$ cat config.mk
export PLATFORM = sky130hd
export DESIGN_NAME = locksys
export DESIGN_NICKNAME = d
export VERILOG_FILES = /design/src/rtl/locksys_pkg.sv /design/src/rtl/locksys_rise_det.sv /design/src/rtl/locksys.sv
export SDC_FILE = /design/constraint.sdc
export NUM_CORES = 1
export LEC_CHECK = 0
export ABC_AREA = 1
export CAP_MARGIN = 0
export CORE_MARGIN = 2
export CORE_UTILIZATION = 46
export DETAILED_ROUTE_END_ITERATION = 8
export PLACE_DENSITY = 0.89
export SYNTH_ARGS = -nofsm -noshare
export SYNTH_HDL_FRONTEND = slang
export SYNTH_HIERARCHICAL = 1
export SYNTH_SLANG_ARGS = --single-unit
$ cat constraint.sdc
create_clock -name clk -period 1.34 [get_ports clk]
set_input_delay 0.134 -clock clk [delete_from_list [all_inputs] [get_ports clk]]
set_output_delay 0.134 -clock clk [all_outputs]
set_load 0.02 [all_outputs]
$ cat src/rtl/locksys_pkg.sv
// Shared types and sizing for the PIN lock controller.
// State encoding and counter widths used by the top and its helpers.
package locksys_pkg;

    typedef enum logic [1:0] {
        IDLE  = 2'd0,
        GRANT = 2'd1,
        ALARM = 2'd2
    } state_t;

    localparam int PIN_W_DEF = 16;
    localparam int FAIL_W    = 2;
    localparam int GRANT_W   = 8;

endpackage

$ cat src/rtl/locksys_rise_det.sv
// Synchronous rising-edge detector for the enter strobe.
// One flop of history; rise is high on the first cycle d is seen high.
module locksys_rise_det (
    input  logic clk,
    input  logic reset,
    input  logic d,
    output logic rise
);

    logic d_q;

    // remember last cycle's level of d
    always_ff @(posedge clk or negedge reset) begin
        if (!reset) begin
            d_q <= 1'b0;
        end else begin
            d_q <= d;
        end
    end

    assign rise = d & ~d_q;

endmodule

$ cat src/rtl/locksys.sv
// PIN lock controller: grants access on a matching PIN, latches
// alarm after consecutive failures until reset.
module locksys
    import locksys_pkg::*;
#(
    parameter int PIN_W        = PIN_W_DEF,
    parameter int MAX_TRIES    = 3,
    parameter int GRANT_CYCLES = 4
) (
    input  logic             clk,
    input  logic             reset,
    input  logic [PIN_W-1:0] setpin,
    input  logic [PIN_W-1:0] inpin,
    input  logic             enter,
    output logic             access,
    output logic             alarm
);

    state_t             state;
    state_t             state_d;
    logic [FAIL_W-1:0]  fail_cnt;
    logic [FAIL_W-1:0]  fail_d;
    logic [GRANT_W-1:0] grant_cnt;
    logic [GRANT_W-1:0] grant_d;
    logic               access_d;
    logic               alarm_d;
    logic               attempt;
    logic               match;
    logic               last_try;

    locksys_rise_det u_rise (
        .clk   (clk),
        .reset (reset),
        .d     (enter),
        .rise  (attempt)
    );

    assign match    = (inpin == setpin);
    assign last_try = (int'(fail_cnt) + 1) >= MAX_TRIES;

    // state, counters and registered outputs
    always_ff @(posedge clk or negedge reset) begin
        if (!reset) begin
            state     <= IDLE;
            fail_cnt  <= '0;
            grant_cnt <= '0;
            access    <= 1'b0;
            alarm     <= 1'b0;
        end else begin
            state     <= state_d;
            fail_cnt  <= fail_d;
            grant_cnt <= grant_d;
            access    <= access_d;
            alarm     <= alarm_d;
        end
    end

    // next state; attempts only count while idle
    always_comb begin
        state_d = state;
        fail_d  = fail_cnt;
        grant_d = grant_cnt;
        unique case (state)
            IDLE: begin
                if (attempt) begin
                    if (match) begin
                        state_d = GRANT;
                        fail_d  = '0;
                        grant_d = GRANT_W'(GRANT_CYCLES - 1);
                    end else if (last_try) begin
                        state_d = ALARM;
                    end else begin
                        fail_d = fail_cnt + 1'b1;
                    end
                end
            end
            GRANT: begin
                if (grant_cnt == '0) begin
                    state_d = IDLE;
                end else begin
                    grant_d = grant_cnt - 1'b1;
                end
            end
            ALARM: begin
                state_d = ALARM;
            end
            default: begin
                state_d = IDLE;
            end
        endcase
    end

    // outputs follow the state being entered, so they are mutually exclusive
    always_comb begin
        access_d = (state_d == GRANT);
        alarm_d  = (state_d == ALARM);
    end

endmodule

==> flow_summary.yaml <==
status:
  outcome: "complete, but fails checks"
  failed_checks: "setup timing"
routing:
  totalWireLength_um: 3290
  routedWlPerCell_um: 12.2
  drtIter0Drc: 41
  drtAntennaViolNets: 0
  vias: 1334
  drc: 0
  viasPerCell: 4.94
  firstDrtPassIters: 4
placed_design:
  postPlaceCellArea_um2: 1630
  hpwl_um: 2040
  routabilityCongestion: 0.814
  port_buffers: 36
die:
  design.core.area_um2: 2430
  dieArea_um2: 2960
  start_util_pct: 48.0
  io_pins: 37
  placementRows: 18
  dieWidth_um: 54.4
  die_h_um: 54.4
critical_path:
  path_cells: "inv_1 > ha_1 > nand3_1 > xor2_1 > nor2_1 > nand2_1 > nand2_1"
  worstPathRequired_ps: 1520
  critPathMaxStageDelay_ps: 450
  criticalPathCategory: "register to register"
  path_delay_family: "flip-flops"
  end_kind: "register"
  crit_top_cell: "nand2_1"
  crit_path_top_delay_cell: "dfrtp_2"
  cp_data_arrival_time_ps: 1610
  worstSetupStartpointType: "register"
  cp_num_buf_inv: 1
  path_max_fanout: 4
pwr:
  power_frac_seq_pct: 46.3
  sw_frac_of_total_pct: 31.6
  p_int_mw: 0.790
  combPwrFrac_pct: 31.7
  cellLeakagePower_nw: 1.26
  powerDensity_nw_per_um2: 627
  clock_power_share_pct: 22.0
  p_sw_mw: 0.365
  ir_drop_mv: 0.609
timing:
  setup_ws_ps: -87.5
  skew_ps: 4.59
  rsz0062_at_grt: "yes"
  slew_viol_final: 0
  post-route-period-util_pct: 107
  hold_viol: 0
  slew_headroom_pct: 83.7
  holdWs_ps: 150
  setup_viol: 6
  fmax_mhz: 701
  setup_tns_ps: -218
  worstMarginPinSlew_ps: 244
  min_period_ps: 1430
clocking:
  htree_levels: 1
  clock_sinks: 15
  holdBufCountCts: 0
  cts_root_buffer: "clkbuf_4"
  clk_pin_slew_ps: 80
  tritoncts: "done"
  cts_buffers: 3
  clockBufferDepth: 2
  clk_latency_ps: 290
logic_synthesis:
  synth_ff_type: "dfrtp_1"
  syn_area_um2: 1170
  yosys_warnings: 6
  synth_nets: 225
  synth_seq_area_share_pct: 32.1
  netlist_instances: 186
  ys_ff_latch: 15
  synth_edf_count: 0
  yosysUniqueCellTypes: 16
  ys_async_sr_fraction_pct: 100
  syn-mean-instance-area_um2: 6.28
finish:
  fillCellCount: 170
  antennaDiodeCount: 0
  drive_gt1_share_pct: 17.1
  syn_to_final_growth_pct: 57.6
  design_area_um2: 1840
  fin_nets: 280
global_route:
  antenna_found_initial: 0
  grt_pass1_wl_um: 4420
  grt_max_degree: 16
  overflow: 0
  grt_usage_pct: 20.8
  grt_pass1_vias: 1147
job:
  timing.max_cap.violations: 0
worst_hold_path:
  hp-class: "input pin to async pin"
==> cell type report <==
type | instances | area (um^2) | area share, %
inverter | 36 | 135 | 7.34
sequential | 15 | 377 | 20.4
multi-input combinational | 137 | 747 | 40.6
timing repair buffer | 48 | 519 | 28.2
clock buffer | 4 | 26.3 | 1.43
tap | 30 | 37.5 | 2.04
==> worst paths after layout <==
kind | startpoint | endpoint | slack, ps | cells after the start
max | grant_cnt[0] | grant_cnt[4] | -90 | 7
max in group asynchronous | reset | grant_cnt[0] | 1000 | 2
min | reset | grant_cnt[5] | 150 | 2
min reg2reg | fail_cnt[1] | fail_cnt[1] | 510 | 2
max reg2reg | grant_cnt[0] | grant_cnt[4] | -90 | 7
min in group clk | enter | u_rise/d_q | 310 | 1
==> layer usage <==
layer / track usage, % / wire length [um] / part of all wire (%) / vias to the layer above
li1: - / - / - / 664
met1: 22.8 / 1210 / 37 / 593
met2: 36.9 / 1680 / 51 / 63
met3: 6.01 / 298 / 9.1 / 14
met4: 9.17 / 106 / 3.2 / 0
met5: 0 / 0 / 0 / -
==> cell usage in the layout (no fill, tap or decap), types with 2 or more instances in the layout <==
cell type,n
xor2_1,4
nand4_1,3
nor3_4,2
inv_1,35
clkdlybuf4s50_1,7
nand2_8,2
dlymetal6s2s_1,27
nand3_1,11
nand2_1,59
nor2_2,4
nor2_4,3
ha_1,4
nand2_2,10
dlygate4sd2_1,2
nor2_1,29
buf_4,11
clkbuf_4,3
dfrtp_1,14
o21ai_0,2
nand3_4,2
==> through the flow <==
stage	utilization [%]	instances	power, mW	setup slack [ps]
after floorplan	-	186	0.727	107
after global placement	66.9	260	0.892	-235
after detailed placement	66.9	260	0.907	-282
after CTS	70.7	269	1.15	-12.0
after global routing	75.7	270	1.24	-153
final	75.7	270	1.16	-87.5
==> synthesized netlist by cell type, types with 3 or more instances <==
master / count / area [um^2]
nand2_1: 67 / 251
inv_1: 36 / 135
nor2_1: 31 / 116
dfrtp_1: 15 / 375
nand3_1: 12 / 60.1
ha_1: 4 / 50.1
xor2_1: 4 / 35.0
nand4_1: 3 / 18.8
nor2_2: 3 / 18.8
==> sequential cells by signal, indices dropped and copies added, names as in the netlist <==
register and cells:
u_rise/d_q 1, grant_cnt 8, state 2, alarm 1, access 1, fail_cnt 2
==> power groups by stage <==
stage / combinational [mW] / clock, mW / sequential [mW]
floorplan: 0.182 / 0 / 0.545
global placement: 0.353 / 0 / 0.539
detailed placement: 0.366 / 0 / 0.541
CTS: 0.360 / 0.259 / 0.532
global route: 0.414 / 0.281 / 0.544
finish: 0.367 / 0.254 / 0.535
==> cell families after synthesis <==
group	Yosys count	synth area share, %
simple gates	124	47.4
fa+ha+maj	4	4.28
compound gates	2	0.857
flops	15	32.1
xor+xnor	5	3.75
buf+inv	36	11.6
==> what timing repair did <==
action                                  in CTS  in global routing
pin swaps                                    8                  7
gates cloned                                 1                  1
buffers inserted                             4                  0
gates resized for setup                     10                 39
hold endpoints to repair                     0                  0
endpoints found under the setup margin       9                 13
Note: power is estimated with default switching activity, not from simulation.
